### config.mk
export PLATFORM = sky130hd
export DESIGN_NAME = main_fsm_flat
export DESIGN_NICKNAME = d
export VERILOG_FILES = /design/src/rtl/main_fsm_if.sv /design/src/rtl/main_fsm.sv /design/src/flat_wrapper.sv
export SDC_FILE = /design/constraint.sdc
export NUM_CORES = 1
export LEC_CHECK = 0
export ABC_AREA = 1
export CORE_MARGIN = 10
export CORE_UTILIZATION = 30
export CTS_BUF_LIST = sky130_fd_sc_hd__clkbuf_8
export CTS_CLUSTER_DIAMETER = 30
export DETAILED_ROUTE_END_ITERATION = 12
export GPL_TIMING_DRIVEN = 0
export PLACE_DENSITY = 0.57
export SETUP_SLACK_MARGIN = 0.15
export SLEW_MARGIN = 20
export SYNTH_ARGS = -nofsm -noshare
export SYNTH_HDL_FRONTEND = slang
export SYNTH_SLANG_ARGS = --single-unit
export TNS_END_PERCENT = 10
### constraint.sdc
create_clock -name clk -period 2 [get_ports clk]
set_input_delay 0.3 -clock clk [delete_from_list [all_inputs] [get_ports clk]]
set_output_delay 0.3 -clock clk [all_outputs]
set_load 0.01 [all_outputs]
### src/rtl/main_fsm_if.sv
// Control-unit handshake bundle: instruction fields and FPU done in,
// datapath strobes, mux selects and the FPU watchdog flag out.
interface main_fsm_if;
  logic [1:0] Op;
  logic [5:0] Funct;
  logic       FPUDone;
  logic       IRWrite, AdrSrc, NextPC, RegW, MemW, Branch, ALUOp, FPUWrite;
  logic [1:0] ALUSrcA, ALUSrcB, ResultSrc;
  logic       FPUTimeout;

  modport master (
    output Op, Funct, FPUDone,
    input  IRWrite, AdrSrc, NextPC, RegW, MemW, Branch, ALUOp, FPUWrite,
    input  ALUSrcA, ALUSrcB, ResultSrc, FPUTimeout
  );

  modport slave (
    input  Op, Funct, FPUDone,
    output IRWrite, AdrSrc, NextPC, RegW, MemW, Branch, ALUOp, FPUWrite,
    output ALUSrcA, ALUSrcB, ResultSrc, FPUTimeout
  );
endinterface

### src/rtl/main_fsm.sv
// Multicycle Moore control FSM with an FPU issue/wait path guarded by a
// 32-cycle watchdog whose timeout flag is sticky until reset.
module main_fsm (
  input  logic       clk,
  input  logic       reset,
  main_fsm_if.slave  bus
);

  typedef enum logic [3:0] {
    S_FETCH    = 4'd0,
    S_DECODE   = 4'd1,
    S_MEMADR   = 4'd2,
    S_MEMRD    = 4'd3,
    S_MEMWB    = 4'd4,
    S_MEMWR    = 4'd5,
    S_EXECUTER = 4'd6,
    S_EXECUTEI = 4'd7,
    S_ALUWB    = 4'd8,
    S_BRANCH   = 4'd9,
    S_FPUSTART = 4'd10,
    S_FPUWAIT  = 4'd11,
    S_FPUWB    = 4'd12
  } state_t;

  state_t     state_q, state_d;
  logic [4:0] cnt_q, cnt_d;
  logic       tmo_q, tmo_d;

  logic       ir_write, adr_src, next_pc, reg_w, mem_w, branch, alu_op, fpu_write;
  logic [1:0] alu_src_a, alu_src_b, result_src;

  always_ff @(posedge clk) begin
    if (reset) begin
      state_q <= S_FETCH;
      cnt_q   <= 5'd0;
      tmo_q   <= 1'b0;
    end else begin
      state_q <= state_d;
      cnt_q   <= cnt_d;
      tmo_q   <= tmo_d;
    end
  end

  always_comb begin
    state_d    = S_FETCH;
    cnt_d      = cnt_q;
    tmo_d      = tmo_q;
    ir_write   = 1'b0;
    adr_src    = 1'b0;
    next_pc    = 1'b0;
    reg_w      = 1'b0;
    mem_w      = 1'b0;
    branch     = 1'b0;
    alu_op     = 1'b0;
    fpu_write  = 1'b0;
    alu_src_a  = 2'b00;
    alu_src_b  = 2'b00;
    result_src = 2'b00;
    case (state_q)
      S_FETCH: begin
        ir_write  = 1'b1;
        next_pc   = 1'b1;
        alu_src_a = 2'b01;
        alu_src_b = 2'b10;
        state_d   = S_DECODE;
      end
      S_DECODE: begin
        alu_src_a = 2'b01;
        alu_src_b = 2'b10;
        case (bus.Op)
          2'b00:   state_d = bus.Funct[5] ? S_EXECUTEI : S_EXECUTER;
          2'b01:   state_d = S_MEMADR;
          2'b10:   state_d = S_BRANCH;
          default: state_d = S_FPUSTART;
        endcase
      end
      S_MEMADR: begin
        alu_src_b = 2'b01;
        state_d   = bus.Funct[0] ? S_MEMRD : S_MEMWR;
      end
      S_MEMRD: begin
        adr_src = 1'b1;
        state_d = S_MEMWB;
      end
      S_MEMWB: begin
        result_src = 2'b01;
        reg_w      = 1'b1;
      end
      S_MEMWR: begin
        adr_src = 1'b1;
        mem_w   = 1'b1;
      end
      S_EXECUTER: begin
        alu_op  = 1'b1;
        state_d = S_ALUWB;
      end
      S_EXECUTEI: begin
        alu_op    = 1'b1;
        alu_src_b = 2'b01;
        state_d   = S_ALUWB;
      end
      S_ALUWB: reg_w = 1'b1;
      S_BRANCH: begin
        alu_src_a = 2'b10;
        alu_src_b = 2'b01;
        branch    = 1'b1;
      end
      S_FPUSTART: begin
        fpu_write = 1'b1;
        cnt_d     = 5'd0;
        state_d   = S_FPUWAIT;
      end
      S_FPUWAIT: begin
        // done beats the watchdog when both land in the same cycle
        if (bus.FPUDone) begin
          state_d = S_FPUWB;
        end else if (cnt_q == 5'd31) begin
          tmo_d   = 1'b1;
        end else begin
          cnt_d   = cnt_q + 5'd1;
          state_d = S_FPUWAIT;
        end
      end
      S_FPUWB: begin
        result_src = 2'b10;
        reg_w      = 1'b1;
      end
      default: state_d = S_FETCH;
    endcase
  end

  assign bus.IRWrite    = ir_write;
  assign bus.AdrSrc     = adr_src;
  assign bus.NextPC     = next_pc;
  assign bus.RegW       = reg_w;
  assign bus.MemW       = mem_w;
  assign bus.Branch     = branch;
  assign bus.ALUOp      = alu_op;
  assign bus.FPUWrite   = fpu_write;
  assign bus.ALUSrcA    = alu_src_a;
  assign bus.ALUSrcB    = alu_src_b;
  assign bus.ResultSrc  = result_src;
  assign bus.FPUTimeout = tmo_q;

endmodule

### src/flat_wrapper.sv
// flat-port wrapper written by rule: the top's interface ports become plain ports
module main_fsm_flat 
  (clk, reset, bus_Op, bus_Funct, bus_FPUDone, bus_IRWrite, bus_AdrSrc, bus_NextPC, bus_RegW, bus_MemW, bus_Branch, bus_ALUOp, bus_FPUWrite, bus_ALUSrcA, bus_ALUSrcB, bus_ResultSrc, bus_FPUTimeout);
  main_fsm_if bus_i ();
  input  logic clk;
  input  logic reset;
  input wire logic [$bits(bus_i.Op)-1:0] bus_Op;
  input wire logic [$bits(bus_i.Funct)-1:0] bus_Funct;
  input wire logic [$bits(bus_i.FPUDone)-1:0] bus_FPUDone;
  output wire logic [$bits(bus_i.IRWrite)-1:0] bus_IRWrite;
  output wire logic [$bits(bus_i.AdrSrc)-1:0] bus_AdrSrc;
  output wire logic [$bits(bus_i.NextPC)-1:0] bus_NextPC;
  output wire logic [$bits(bus_i.RegW)-1:0] bus_RegW;
  output wire logic [$bits(bus_i.MemW)-1:0] bus_MemW;
  output wire logic [$bits(bus_i.Branch)-1:0] bus_Branch;
  output wire logic [$bits(bus_i.ALUOp)-1:0] bus_ALUOp;
  output wire logic [$bits(bus_i.FPUWrite)-1:0] bus_FPUWrite;
  output wire logic [$bits(bus_i.ALUSrcA)-1:0] bus_ALUSrcA;
  output wire logic [$bits(bus_i.ALUSrcB)-1:0] bus_ALUSrcB;
  output wire logic [$bits(bus_i.ResultSrc)-1:0] bus_ResultSrc;
  output wire logic [$bits(bus_i.FPUTimeout)-1:0] bus_FPUTimeout;
  assign bus_i.Op = bus_Op;
  assign bus_i.Funct = bus_Funct;
  assign bus_i.FPUDone = bus_FPUDone;
  assign bus_IRWrite = bus_i.IRWrite;
  assign bus_AdrSrc = bus_i.AdrSrc;
  assign bus_NextPC = bus_i.NextPC;
  assign bus_RegW = bus_i.RegW;
  assign bus_MemW = bus_i.MemW;
  assign bus_Branch = bus_i.Branch;
  assign bus_ALUOp = bus_i.ALUOp;
  assign bus_FPUWrite = bus_i.FPUWrite;
  assign bus_ALUSrcA = bus_i.ALUSrcA;
  assign bus_ALUSrcB = bus_i.ALUSrcB;
  assign bus_ResultSrc = bus_i.ResultSrc;
  assign bus_FPUTimeout = bus_i.FPUTimeout;
  main_fsm u_core (.clk(clk), .reset(reset), .bus(bus_i));
endmodule
== Word level (Yosys, flattened, before mapping) ==
Index checks and enable logic that the tools add are counted.
Storage, ports and cells
  register bits after elaboration: 10
  latch bits: 0
  memory bits (writable): 0
  memory bits (read-only): 0
  bits of input ports: 11
  output and inout port bits: 15
  word-level logic and storage cells: 51
  memories: 0
Operators by class
  $add $sub $neg: 1
  multipliers: 0
  div/mod/pow operators: 0
  magnitude comparators: 0
  equality and inequality tests: 17
  shift-type cells: 0
  multiplexer cells: 19
  bitwise operators: 1
  reduce and logical (&&, ||, !) cells: 10
Operators by type and width (count)
  4-bit one-hot mux with 7 select lines: 1
  4-bit equality test, second input constant: 5
  4-bit by 3-bit equality test with 1-bit output, second input constant: 4
  2-bit one-hot mux with 2 select lines: 3
  4-bit one-hot mux with 3 select lines: 1
  5-bit two-way mux: 2
  5-bit one-hot mux with 2 select lines: 1
  4-bit by 2-bit equality test with 1-bit output, second input constant: 2
  1-bit two-way mux: 8
  4-bit two-way mux: 2
  3-bit AND reduction: 2
  2-bit OR reduction: 3
  3-bit OR reduction: 2
  5-bit by 1-bit adder with 5-bit output, second input constant: 1
  5-bit equality test, second input constant: 1
  4-bit by 1-bit equality test with 1-bit output, second input constant: 1
  4-bit zero test: 1
  2-bit inequality test, second input constant: 2
  3-bit two-way mux: 1
  2-bit by 1-bit equality test with 1-bit output, second input constant: 1
  2-bit equality test, second input constant: 1
  2-bit zero test: 1
  2-bit nonzero test: 1
  1-bit NOT: 1

== Longest topological paths before layout ==
  depth in word-level cells: 4
  mapped depth: 10
  mapped depth without buffers: 10

== Worst setup path after synthesis ==
No wires, ideal clock.
  path type: register -> register
  start point: register u_core.cnt_q[0]
  end point: register u_core.cnt_q[0]
  setup time: 116 ps
  arrival time: 1293 ps
  required time: 1884 ps
  slack: 591 ps
  cell stages (with the launch flop): 10
  path buffers: 0
  clock period less this slack: 1409 ps
  cell sequence: dfxtp_1 ha_1 nand2_1 nor2_1 ha_1 nor2_1 nand3_2 nand2_4 o21a_1 nor2_1
Between the ends
  longest elaborated chain between the ends: 4
  elaborated cells on any way between the ends: 7
  those cells by class: 1 x add/sub; 2 x eq/ne; 3 x mux; 1 x reduce/logical
RTL lines
  from (decl): line main_fsm.sv:26  | logic [4:0] cnt_q, cnt_d;
  from (signal assigned): line main_fsm.sv:39  | cnt_q <= cnt_d;
  5-bit by 1-bit adder with 5-bit output: line main_fsm.sv:120  | cnt_d = cnt_q + 5'd1;
  5-bit two-way mux: line main_fsm.sv:117  | end else if (cnt_q == 5'd31) begin
  5-bit two-way mux: line main_fsm.sv:115  | if (bus.FPUDone) begin
  5-bit one-hot mux with 2 select lines: line main_fsm.sv:59  | case (state_q)
Several ways; a longest one is shown, not always the timed one. The select of a mux whose other input is x is not followed.
A chain may end at the register's enable or synchronous reset.

== Worst setup path after layout ==
  start point: register u_core.state_q[1]
  end point: output bus_ALUSrcA[1]
Between the ends
  longest elaborated chain between the ends: 3
  elaborated cells on any way between the ends: 5
  those cells by class: 2 x eq/ne; 1 x mux; 2 x reduce/logical
RTL lines
  from (decl): line main_fsm.sv:25  | state_t state_q, state_d;
  from (signal assigned): line main_fsm.sv:38  | state_q <= state_d;
  4-bit by 1-bit equality test with 1-bit output or 4-bit zero test (tied branches): line main_fsm.sv:59
  2-bit OR reduction (no source line)
  2-bit one-hot mux with 2 select lines *: line main_fsm.sv:59
  to (decl): line flat_wrapper.sv:18  | output wire logic [$bits(bus_i.ALUSrcA)-1:0] bus_ALUSrcA;
Every way passes the cells marked *; elsewhere a longest branch is shown, timed or not.

==> summary.md <==
| Metric | Value |
|---|---|
| Height of the chip | `~66 um` |
| Worst Hold Path Cells | `2` |
| Routed Wire Length | `roughly 1.8 mm` |
| Lkg Pwr | `between 0.4 and 0.5 nW` |
| Post-Syn Nets | `112` |
| Worst EP arrival | `1.58 ns` |
| CTS tree | `yes` |
| Startpoint types | `register` |
| Worst reg2reg path depth | `10` |
| P&R area growth vs syn | `56.89%` |
| Most frequent cells in the layout | `nor2_1, clkdlybuf4s50_1, nand2_1` |
| DP Area | `879.6 um^2` |
| Initial antenna violation count | `0` |
| Antenna Violating Nets Remaining | `0` |
| Total track usage | `0.08123` |
| DP HPWL | `1.403 mm` |
| Largest family of logic cells by synthesized area | `simple AND/OR/NAND/NOR gates` |
| Reg-to-reg setup timing slack | `between 0.4 and 0.5 ns` |
| Mapped Cells | `99` |
| Sequential area share after synthesis | `0.3150` |
| Slew at the pin closest to its max-slew limit | `0.2951 ns` |
| Pwr/cell area | `694.6 mW/mm^2` |
| Synth Area in Simple Gates | `0.3839` |
| Post-Synth XOR/XNOR Area | `0` |
| Fraction of layout cells with a size suffix above 1 | `0.2500` |
| Hold_sp | `u_core.bus.FPUTimeout` |
| Number of global-route vias before repair | `641` |
| Most common cell after layout, fill and taps aside | `nor2_1` |
| Antenna diodes | `0` |
| Hold Crit Class | `register to register` |
| Final setup vio count | `0` |
| FMAX | `~530 MHz` |
| # IOs | `26` |
| Num rows | `16` |
| GP Congestion | `0.8077` |
| Reg clk slew, reported paths | `0.05 ns` |
| Cts bufs inserted | `3` |
| Global-route wire length before repair | `2.725 mm` |
| Starting Density | `0.3207` |
| Warnings, synthesis | `0` |
| Largest net degree at the start of global routing | `10` |
| Finished Core Util | `0.5032` |
| Setup TNS | `0 ns` |
| CTS root buf | `clkbuf_8` |
| Die width | `66.03 um` |
| CP Max Fanout | `5` |
| Via/cell ratio | `roughly 4.6` |
| TritonRoute pass-1 iters | `4` |
| Worst skew pair latency | `0.24 ns` |
| Number of max-cap violations | `0` |
| Die area | `0.004360 mm^2` |
| Cell variety after synth | `21` |
| Drt wl/cell | `11.68 um` |
| GRT overflow | `0` |
| Critical Path End Type | `output port` |
| Overall Power | `0.6927 mW` |
| Max-slew headroom | `0.8025` |
| Compound-Gate Fraction of Synth Area | `0.1496` |
| Final min period | `~1.9 ns` |
| H-tree levels | `1` |
| Synthesis-stage register bit count | `10` |
| RSZ-0062 raised after global routing | `true` |
| VDD IR max | `0.4568 mV` |
| Core Region | `0.001982 mm^2` |
| Final Hold Vio Count | `0` |
| Multiplexer area fraction after synthesis | `0` |
| Post-Syn Area per Cell | `6.420 um^2` |
| Port Buffers | `21` |
| Max Slew Vio Count | `0` |
| Post-route cell area | `997.2 um^2` |
| Critical Setup Path Class | `register to output port` |
| Worst flop-to-flop path startpoint | `u_core.cnt_q[0]` |
| Fraction of the mapped netlist area in adder cells | `0.03937` |
| Synthesized area | `between 600 and 700 um^2` |
| Clock sinks | `10` |
| Period utilization | `0.9425` |
| Initial DRC count | `7` |
| Max Clock Skew | `0.001184 ns` |
| Max Root-Sink Buffers | `2` |
| Status | `completed` |
| Worst Path Required | `1.70 ns` |
| Hold endpoint | `u_core.bus.FPUTimeout` |
| Routed via count | `just over 700` |
| Layout Nets | `142` |
| Reg-to-reg critical path endpoint | `u_core.cnt_q[3]` |
| DRC viols | `0` |
| Fill cell count | `roughly 200` |
[final cells by class]
class	instances	area, um^2	share of cell area
multi-input combinational	73	391.6	0.3927
timing repair buffer	25	241.5	0.2422
sequential	10	203.9	0.2045
clock buffer	4	55.05	0.05521
inverter	13	48.80	0.04893
tap	27	33.78	0.03388
buffer	3	22.52	0.02258
[logic make-up (layout without fill, tap and decap cells)]
group                    count (synthesis)  count (layout)
adder cells (fa/ha/maj)                  2               2
AND/OR/NAND/NOR                         54              54
AO/OA/AOI/OAI                           17              17
buffers and inverters                   16              45
flip-flops                              10              10
[cells in the mapped netlist (all sizes together)]
| cell | number | area, um^2 |
|---|---|---|
| nor2 | 27 | 111.4 |
| nand2 | 19 | 83.83 |
| inv | 13 | 48.80 |
| dfxtp | 10 | 200.2 |
| o21ai | 9 | 45.04 |
| nand3 | 5 | 30.03 |
| a21oi | 3 | 15.01 |
| buf | 3 | 22.52 |
| a22oi | 2 | 15.01 |
| ha | 2 | 25.02 |
| a31oi | 1 | 6.260 |
| and3 | 1 | 6.260 |
| nand3b | 1 | 7.510 |
| nor3 | 1 | 5.000 |
| o21a | 1 | 7.510 |
| o22ai | 1 | 6.260 |
[state kept, by name (all words and copies together) (netlist names)]
signal                 flops
u_core.cnt_q               5
u_core.state_q             4
u_core.bus.FPUTimeout      1
[per-stage QoR]
| step | instances | hold WS [ns] | worst slack [ns] |
|---|---|---|---|
| after detailed placement | 147 | 0.4717 | 0.2065 |
| after CTS | 151 | 0.4819 | 0.04165 |
| final | 155 | 0.4720 | 0.1150 |
| after global routing | 155 | 0.5236 | 0.05451 |
| after floorplan | 99 | 0.3724 | 0.5914 |
| after global placement | 147 | 0.4652 | 0.1869 |
[critical path: stages (launching register included)]
cell and delay (ns):
dfxtp_1 0.33, inv_2 0.12, nand2_2 0.10, nor2_2 0.16
buf_4 0.12, clkdlybuf4s50_1 0.52
[layer usage]
metal / global-route usage / vias to the layer above / wire (um)
li1: - / 374 / -
met1: 0.09048 / 313 / 792
met2: 0.1196 / 23 / 775
met3: 0.03390 / 4 / 197
met4: 0.06283 / 0 / 45
met5: 0 / - / 0
[report_power, final]
part	total, mW	switching, mW	internal [mW]
logic	0.215	0.103	0.112
registers	0.226	0.0147	0.211
clock network	0.252	0.0787	0.173
total	0.693	0.197	0.496
[repair_timing]
action | CTS | global route
cloned | 0 | 0
pin swaps | 0 | 2
gates resized for setup | 3 | 12
hold buffers | 0 | 0
setup buffers | 0 | 4
endpoints found under the setup margin | 8 | 13
[how the worst max path moves through the flow]
stage	start	to	slack [ns]	cells past startpoint
floorplan	u_core.cnt_q[0]	u_core.cnt_q[0]	0.59	9
detailed placement	u_core.state_q[3]	bus_ALUSrcB[1]	0.21	5
finish	u_core.state_q[1]	bus_ALUSrcA[1]	0.12	5
global placement	u_core.state_q[3]	bus_ALUSrcB[1]	0.19	5
global route	u_core.state_q[2]	bus_ALUSrcB[1]	0.05	5
CTS	u_core.state_q[1]	bus_FPUWrite	0.04	5
Note: power is estimated with default switching activity, not from simulation.
